--- config.mk ---
export PLATFORM = sky130hd
export DESIGN_NAME = byte_pair_packer
export DESIGN_NICKNAME = d
export VERILOG_FILES = /design/src/rtl/byte_pair_packer.sv
export SDC_FILE = /design/constraint.sdc
export NUM_CORES = 1
export LEC_CHECK = 0
export ABC_AREA = 0
export BUFFER_PORTS_ARGS = -buffer_cell sky130_fd_sc_hd__buf_2
export CORE_MARGIN = 2
export CORE_UTILIZATION = 53
export DETAILED_ROUTE_END_ITERATION = 7
export GPL_TIMING_DRIVEN = 0
export PLACE_DENSITY = 0.81
export RECOVER_POWER = 50
export SYNTH_ARGS = -nofsm -noshare
export SYNTH_HDL_FRONTEND = slang
export SYNTH_SLANG_ARGS = --single-unit
--- constraint.sdc ---
create_clock -name clk -period 2.78 [get_ports clk]
set_input_delay 0.278 -clock clk [delete_from_list [all_inputs] [get_ports clk]]
set_output_delay 0.278 -clock clk [all_outputs]
set_load 0.03 [all_outputs]
--- src/rtl/byte_pair_packer.sv ---
`default_nettype none
// ============================================================================
// Module   : byte_pair_packer
// Purpose  : Pairs qualified bytes into 16-bit words, buffers them in a FIFO
//            and drops (with sticky flag and saturating count) when full.
// Revision : 1.0 - initial release
// ============================================================================
module byte_pair_packer #(
    parameter int DEPTH = 4,
    parameter int CNT_W = 8
) (
    input  logic                     clk,
    input  logic                     rst,
    input  logic [7:0]               in_byte,
    input  logic                     in_valid,
    output logic [15:0]              out_word,
    output logic                     out_valid,
    input  logic                     out_ready,
    output logic [$clog2(DEPTH):0]   level,
    output logic                     overflow,
    output logic [CNT_W-1:0]         drop_count,
    input  logic                     clear
);

    localparam int                  c_ADDR_W     = $clog2(DEPTH);
    localparam logic [0:0]          c_EMPTY_HALF = 1'b0;
    localparam logic [0:0]          c_HAVE_HIGH  = 1'b1;
    localparam logic [c_ADDR_W:0]   c_FULL       = (c_ADDR_W+1)'(DEPTH);
    localparam logic [c_ADDR_W:0]   c_LVL_ONE    = (c_ADDR_W+1)'(1);
    localparam logic [c_ADDR_W-1:0] c_PTR_ONE    = c_ADDR_W'(1);
    localparam logic [CNT_W-1:0]    c_CNT_ONE    = CNT_W'(1);
    localparam logic [CNT_W-1:0]    c_CNT_MAX    = {CNT_W{1'b1}};

    logic [0:0]          r_state;
    logic [0:0]          w_state_nxt;
    logic [7:0]          r_half;
    logic                w_load_high;
    logic                w_pair_done;

    logic [15:0]         r_mem [DEPTH];
    logic [c_ADDR_W-1:0] r_wr_ptr;
    logic [c_ADDR_W-1:0] r_rd_ptr;
    logic [c_ADDR_W:0]   r_level;
    logic [c_ADDR_W:0]   w_level_nxt;
    logic                r_valid;
    logic                r_overflow;
    logic [CNT_W-1:0]    r_drop_count;

    logic                w_pop;
    logic                w_push;
    logic                w_drop;

    // Pairing FSM: state register
    always_ff @(posedge clk or posedge rst) begin
        if (rst) begin
            r_state <= c_EMPTY_HALF;
        end else begin
            r_state <= w_state_nxt;
        end
    end

    // Pairing FSM: next state
    always_comb begin
        w_state_nxt = r_state;
        if (in_valid) begin
            w_state_nxt = (r_state == c_EMPTY_HALF) ? c_HAVE_HIGH : c_EMPTY_HALF;
        end
    end

    // Pairing FSM: outputs
    always_comb begin
        w_load_high = 1'b0;
        w_pair_done = 1'b0;
        if (in_valid) begin
            if (r_state == c_EMPTY_HALF) begin
                w_load_high = 1'b1;
            end else begin
                w_pair_done = 1'b1;
            end
        end
    end

    always_ff @(posedge clk or posedge rst) begin
        if (rst) begin
            r_half <= 8'h00;
        end else if (w_load_high) begin
            r_half <= in_byte;
        end
    end

    // A full FIFO still accepts a word when the head leaves in the same cycle.
    assign w_pop  = r_valid && out_ready;
    assign w_push = w_pair_done && ((r_level != c_FULL) || w_pop);
    assign w_drop = w_pair_done && !w_push;

    always_comb begin
        w_level_nxt = r_level;
        case ({w_push, w_pop})
            2'b10:   w_level_nxt = r_level + c_LVL_ONE;
            2'b01:   w_level_nxt = r_level - c_LVL_ONE;
            default: w_level_nxt = r_level;
        endcase
    end

    always_ff @(posedge clk or posedge rst) begin
        if (rst) begin
            for (int i = 0; i < DEPTH; i++) begin
                r_mem[i] <= 16'h0000;
            end
            r_wr_ptr <= '0;
            r_rd_ptr <= '0;
            r_level  <= '0;
            r_valid  <= 1'b0;
        end else begin
            if (w_push) begin
                r_mem[r_wr_ptr] <= {r_half, in_byte};
                r_wr_ptr        <= r_wr_ptr + c_PTR_ONE;
            end
            if (w_pop) begin
                r_rd_ptr <= r_rd_ptr + c_PTR_ONE;
            end
            r_level <= w_level_nxt;
            r_valid <= (w_level_nxt != '0);
        end
    end

    // A drop in the same cycle as clear takes precedence over the clear.
    always_ff @(posedge clk or posedge rst) begin
        if (rst) begin
            r_overflow   <= 1'b0;
            r_drop_count <= '0;
        end else if (w_drop) begin
            r_overflow <= 1'b1;
            if (clear) begin
                r_drop_count <= c_CNT_ONE;
            end else if (r_drop_count != c_CNT_MAX) begin
                r_drop_count <= r_drop_count + c_CNT_ONE;
            end
        end else if (clear) begin
            r_overflow   <= 1'b0;
            r_drop_count <= '0;
        end
    end

    assign out_word   = r_valid ? r_mem[r_rd_ptr] : 16'h0000;
    assign out_valid  = r_valid;
    assign level      = r_level;
    assign overflow   = r_overflow;
    assign drop_count = r_drop_count;

endmodule
`default_nettype wire

==> results of run 1 <==
[stage by stage]
stage / hold WS (ps) / std cells / util / power, mW
finish: 146 / 449 / 0.607 / 6.07
floorplan: 369 / 286 / - / 4.55
global placement: 473 / 431 / 0.581 / 5.10
detailed placement: 255 / 432 / 0.585 / 5.22
CTS: 134 / 449 / 0.611 / 6.15
global route: 134 / 449 / 0.607 / 6.44
[layer usage]
layer	GRT usage	vias to the layer above
met5	0	-
met2	0.327	45
met1	0.271	1294
met4	0.0531	0
li1	-	1136
met3	0.0519	6
[power by group]
part / leakage, nW / internal (mW) / total, mW / switching (mW)
sequential: 1.09 / 1.91 / 2.32 / 0.403
clock: 0.103 / 0.441 / 0.910 / 0.469
combinational: 0.976 / 1.53 / 2.85 / 1.32
[layout make-up]
type | count | share of cell area
buffer | 18 | 0.0341
clock buffer | 10 | 0.0280
clock inverter | 6 | 0.0132
inverter | 7 | 0.00560
multi-input combinational | 171 | 0.393
sequential | 90 | 0.458
tap | 105 | 0.0267
timing repair buffer | 42 | 0.0413
[state kept, by name, summed over array words and instances, names as in the netlist]
| register | count |
|---|---|
| r_mem | 64 |
| drop_count | 8 |
| r_half | 8 |
| level | 3 |
| r_rd_ptr | 2 |
| r_wr_ptr | 2 |
| out_valid | 1 |
| overflow | 1 |
| r_state | 1 |
[worst max-delay path, stage by stage, from the launching register on]
cell     delay (ps)
dfrtp_1         330
buf_2           310
buf_2           420
mux4_2          550
and2_1          180
buf_2           180
[worst paths after layout]
kind / cells after the start / start / slack (ps) / endpoint
max: 5 / r_rd_ptr[0] / 170 / out_word[11]
min: 2 / in_valid / 150 / r_state
max reg2reg: 9 / out_valid / 230 / out_valid
min reg2reg: 1 / r_mem[26] / 510 / r_mem[26]
max in group asynchronous: 4 / rst / 740 / r_mem[11]
min in group asynchronous: 3 / rst / 600 / drop_count[2]
[layout by cell type (no fill, tap or decap), drive strengths merged, types with 4 or more instances in the layout]
| master | n |
|---|---|
| mux4 | 16 |
| clkbuf | 27 |
| nand2 | 5 |
| dfrtp | 90 |
| ha | 6 |
| buf | 42 |
| a21oi | 5 |
| and3 | 4 |
| xnor2 | 4 |
| mux2 | 74 |
| nand3 | 5 |
| and2 | 21 |
| inv | 7 |
[cells by family (layout without fill, tap and decap cells)]
logic type | after synthesis | after routing
multiplexers | 90 | 90
flip-flops | 90 | 90
AND/OR/NAND/NOR | 51 | 51
buffers and inverters | 25 | 83
AO/OA/AOI/OAI | 16 | 16
adder cells (fa/ha/maj) | 7 | 7
XOR/XNOR | 7 | 7
[what timing repair did]
action                                 CTS  global route
hold buffers                             1             0
setup endpoints to repair                0             0
endpoints found under the hold margin   20             0
==> key figures, run 1 <==
Outcome
  – Outcome: finished clean

Flow run
  – Max-cap violation count: 0

STA
  – Final TNS setup: 0 ps
  – RSZ-0062 raised after global routing: no
  – Fmax: about 380 MHz
  – Clk_skew: about 12 ps
  – Slew Limit Fails: 0
  – Final Critical Period: ~2600 ps
  – Period utilisation layout: 0.938
  – Hold Vio Cnt, Final: 0
  – Worst-Margin Slew: slightly above 900 ps
  – # setup viols final: 0
  – Slew headroom: 0.381
  – Worst setup margin: roughly 170 ps

Pwr
  – LEAKAGE: approximately 2.2 nW
  – Worst VDD drop: 0.000573 V
  – P per Cell Area: between 1000 and 1500 nW/um2

Drt
  – Met2 routed WL: 4.01 mm
  – Aggregate routed wire length: between 8 and 9 mm
  – Highest routed metal layer: met4
  – # DRC: 0
  – M1 wire length: between 3 and 4 mm
  – DR WL/cell: ~18 um
  – DR iter-0 viols: between 100 and 150
  – Pre-antenna DRT Iters: 4
  – Vias per cell: 5.53
  – Met3 routed WL: roughly 340 um
  – Total via count in the routed design: between 2,000 and 2,500
  – ANT nets after route: 0

CTS
  – Cts repair resizes: 0
  – Root Driver: clkbuf_8
  – CTS H-tree depth: 3
  – Clock transition at the registers of the reported paths: 90 ps
  – Worst-Skew Late Latency: 370 ps
  – CTS tree: built
  – TritonCTS buffer count: 9
  – CTS Sinks: 90
  – Post-CTS Setup Inserts: 0
  – CTS max path bufs: 2

Synthesis
  – Synthesized instance count: 286
  – Library cells used by synthesis: 38
  – Syn_nets: 306
  – Asr flop ratio synth: 1.00
  – Most numerous cell in the Yosys netlist: dfrtp_1
  – Flops & latches, synth: 90
  – Post-Synthesis Cell Area: 4370 um2
  – Sequential fraction of the synthesis area: 0.515
  – Top cells by count, synth: dfrtp_1, mux2_4, mux2_2, mux4_2, and2_1
  – Main area contributors after synthesis: dfrtp_1, mux2_4, mux2_2
  – Post-Synth Adder-Cell Area: 0.0217
  – Yosys warning count: 0
  – Post-synth top area share: 0.515
  – XOR/XNOR Fraction of Synth Area: 0.0140
  – Syn avg cell area: around 15 um2
  – Post-synth EDFFs: 0
  – Largest family of logic cells by synthesized area: multiplexers
  – Post-synthesis mux area share: 0.307
  – Synth Area in Simple Gates: 0.0721
  – Most area-hungry cell type in the Yosys netlist: dfrtp_1
  – Top FF cell, synth: dfrtp_1
  – Complex-gate fraction of the synthesized area: 0.0257

Global route
  – Initial antenna violation count: 0
  – Largest net degree at the start of global routing: 71
  – Total Routing Usage GR: 0.201
  – First-pass GRT wire length: approximately 13 mm
  – Vias in the first global route: around 2,600
  – Grt ovf: 0

Hold path
  – Worst hold path type: input pin to flop

Floorplan
  – Die ar.: about 9000 um2
  – Die H: approximately 95 um
  – Placeable Area: around 8000 um2
  – I/O pin count: 42
  – Row count: 33
  – Starting Density: 0.541
  – Die X: 94.8 um

Layout
  – Fill cell count: around 630
  – Ant diodes: 0
  – Multi-input logic area: slightly below 2000 um2
  – Final instance area: between 4000 and 5000 um2
  – Area Growth Syn to Fin: 12.3%
  – Layout cells sized above 1: 0.471
  – Layout Nets: around 360
  – Register area: around 2300 um2

Placed design
  – Place WS: between 150 and 200 ps
  – Placed instance area: 4740 um2
  – Routability cong.: around 0.76
  – IO Port Bufs: 40
  – Dpl hpwl: 5.37 mm

Setup path
  – Setup CP Type: flop to output port
  – Critical Path Sink Type: output port
  – Setup crit start kind: flop
  – Data required, critical path: around 2500 ps
  – CP Max Fanout: 10
  – WP data arrival: ~2300 ps
No activity file was read; power rests on OpenSTA's default activity.
==> run 2, diff against run 1 <==
CTS_BUF_LIST = sky130_fd_sc_hd__clkbuf_16   (was not set)
TNS_END_PERCENT = 1   (was not set)
==> run 2 against run 1 <==
Compared with the run above:
- first-iteration DRC count grew 9.2%
- via count grew 0.69%
- clock power grew 32%
- core utilization grew 1.1 points
- maximum frequency grew 1.0%
- clock skew shrank 5.8 ps
- non-clock buffer count is the same
- wire length grew 1.8%
- worst hold slack gained 31 ps
- highest routed layer unchanged
==> key figures, run 2 (same netlist as run 1, synthesis figures left out) <==
STA
  – # setup viols final: 0 (unchanged)
  – Final Critical Period: 2580 ps (-26.6 ps)
  – RSZ-0062 raised after global routing: no
  – Fmax: 387 MHz (+1.0%)
  – Worst-Margin Slew: 924 ps (-4.43 ps)
  – Final TNS setup: 0 ps (unchanged)
  – Period utilisation layout: 0.928 (-0.00958)
  – Slew headroom: 0.384 (+0.00295)
  – Clk_skew: 5.99 ps (-5.84 ps)
  – Worst setup margin: 199 ps (+26.6 ps)
  – Slew Limit Fails: 0 (unchanged)
  – Hold Vio Cnt, Final: 0 (unchanged)

Floorplan
  – Placeable Area: 8090 um2 (unchanged)
  – I/O pin count: 42 (unchanged)
  – Row count: 33 (unchanged)
  – Starting Density: 0.541 (unchanged)
  – Die X: 94.8 um (unchanged)
  – Die ar.: 9000 um2 (unchanged)
  – Die H: 94.8 um (unchanged)

Flow run
  – Max-cap violation count: 0 (unchanged)

Pwr
  – Power, Total: 6.38 mW (+5.1%)
  – Clock power frac: 0.188 (+0.038)
  – LEAKAGE: 2.21 nW (+1.9%)
  – Worst VDD drop: 0.000635 V (+11%)
  – Switching share of power: 0.351 (-0.00931)
  – Combinational fraction of design power: 0.448 (-0.021)
  – P per Cell Area: 1280 nW/um2 (+3.2%)
  – Switching pwr: 2.24 mW (+2.4%)
  – Int Pwr: 4.14 mW (+6.6%)
  – Sequential power share: 0.365 (-0.016)

Placed design
  – Dpl hpwl: 5.37 mm (unchanged)
  – Place WS: 191 ps (unchanged)
  – Placed instance area: 4740 um2 (unchanged)
  – IO Port Bufs: 40 (unchanged)
  – Routability cong.: 0.761 (unchanged)

CTS
  – CTS max path bufs: 2 (unchanged)
  – Root Driver: clkbuf_16
  – CTS H-tree depth: 3 (unchanged)
  – CTS tree: built
  – Worst-Skew Late Latency: 340 ps (-30 ps)
  – CTS Sinks: 90 (unchanged)
  – Clock transition at the registers of the reported paths: 60 ps (-30 ps)
  – TritonCTS buffer count: 9 (unchanged)
  – Post-CTS Setup Inserts: 0 (unchanged)

Global route
  – Initial antenna violation count: 0 (unchanged)
  – Largest net degree at the start of global routing: 71 (unchanged)
  – Vias in the first global route: 2,585 (+0.19%)
  – First-pass GRT wire length: 13.6 mm (+0.98%)
  – Grt ovf: 0 (unchanged)
  – Total Routing Usage GR: 0.202 (+0.00110)

Setup path
  – Setup CP Type: flop to output port
  – CP bufs+invs: 3 (unchanged)
  – Top cell by count, worst path: buf_2
  – R2R Setup Slk: 230 ps (about the same)
  – Setup crit start kind: flop
  – Origin of the critical flop-to-flop path: out_valid
  – Max incr delay on CP: 550 ps (about the same)
  – WP data arrival: 2300 ps (-30 ps)
  – RR Endpoint: out_valid
  – Critical Path Sink Type: output port
  – Worst path slowest cell: mux4_2
  – CP Max Fanout: 10 (unchanged)
  – Crit path cell chain: buf_2, buf_2, mux4_2, and2_1, buf_2
  – Worst r2r path cells: 9 (unchanged)
  – Data required, critical path: 2500 ps (about the same)
  – Family with the most delay on the worst path: buffers and inverters

Hold path
  – Worst hold path type: input pin to flop
  – Min-delay src: in_valid
  – Endpoint, Worst Hold: r_state
  – Worst Hold Path Cells: 2 (unchanged)

Drt
  – DR WL/cell: 18.4 um (+1.8%)
  – # DRC: 0 (unchanged)
  – Vias per cell: 5.56 (+0.69%)
  – Aggregate routed wire length: 8.27 mm (+1.8%)
  – Pre-antenna DRT Iters: 4 (unchanged)
  – ANT nets after route: 0 (unchanged)
  – Total via count in the routed design: 2,498 (+0.69%)
  – DR iter-0 viols: 131 (+9.2%)

Layout
  – Post-layout util: 0.618 (+0.0113)
  – Layout Nets: 359 (unchanged)
  – Ant diodes: 0 (unchanged)
  – Area Growth Syn to Fin: 14.4%
  – Largest register FFs: 64 (unchanged)
  – Final instance area: 5000 um2 (+1.9%)
  – Most common cell after layout, fill and taps aside: dfrtp_1
  – Most used cells in the layout excluding fill and tap cells: dfrtp_1, mux2_4, mux2_2
  – Most flops, register: r_mem
  – Layout cells sized above 1: 0.468 (-0.00291)

Outcome
  – Outcome: finished clean
-- run 2: cell count changes in the layout (fill, tap and decap cells not counted), sizes merged --
| cell | delta |
|---|---|
| clkbuf | -1 |
| clkinv | +1 |
-- run 2: stage by stage --
stage          std cells  hold WS, ps
6_report             449          178
5_1_grt              449          175
4_1_cts              449          167
3_5_place_dp         432          255
3_3_place_gp         431          473
2_1_floorplan        286          369
-- run 2: metal layers --
metal	wire length, um	part of all wire	GRT usage	vias up
met4	82	0.0099	0.0483	0
met3	281	0.034	0.0447	8
met2	4130	0.50	0.335	40
met1	3780	0.46	0.274	1314
met5	0	0	0	-
li1	-	-	-	1136
-- run 2: worst max-delay path by stage --
stage,to,from,depth (start not counted),slack (ps)
2_1_floorplan,drop_count[0],rst,1,170
3_3_place_gp,r_mem[7],rst,2,-770
3_5_place_dp,out_valid,out_valid,9,190
4_1_cts,out_word[11],r_rd_ptr[0],5,130
5_1_grt,out_valid,out_valid,9,20
6_report,out_word[11],r_rd_ptr[0],5,200
-- run 2: final cells by class --
class | count | area (um2)
fillers | 633 | 3090
flip-flops and latches | 90 | 2250
multi-input cells | 171 | 1930
clock buffers | 9 | 225
repair buffers | 42 | 203
plain buffers | 18 | 168
well taps | 105 | 131
clock inverters | 7 | 68.8
inverters | 7 | 27.5
-- run 2: repair_timing --
action                                  4_1_cts  5_1_grt
endpoints found under the setup margin        0        0
endpoints found under the hold margin        20        0
resized for setup                             0        0
hold buffers                                  1        0
-- run 2: power groups by stage --
stage                     combinational (mW)  sequential (mW)  clock (mW)
after floorplan                         2.29             2.26           0
after global placement                  2.81             2.29           0
after detailed placement                2.89             2.33           0
after CTS                               2.91             2.32        1.22
after global routing                    3.06             2.41        1.28
final                                   2.86             2.33        1.20
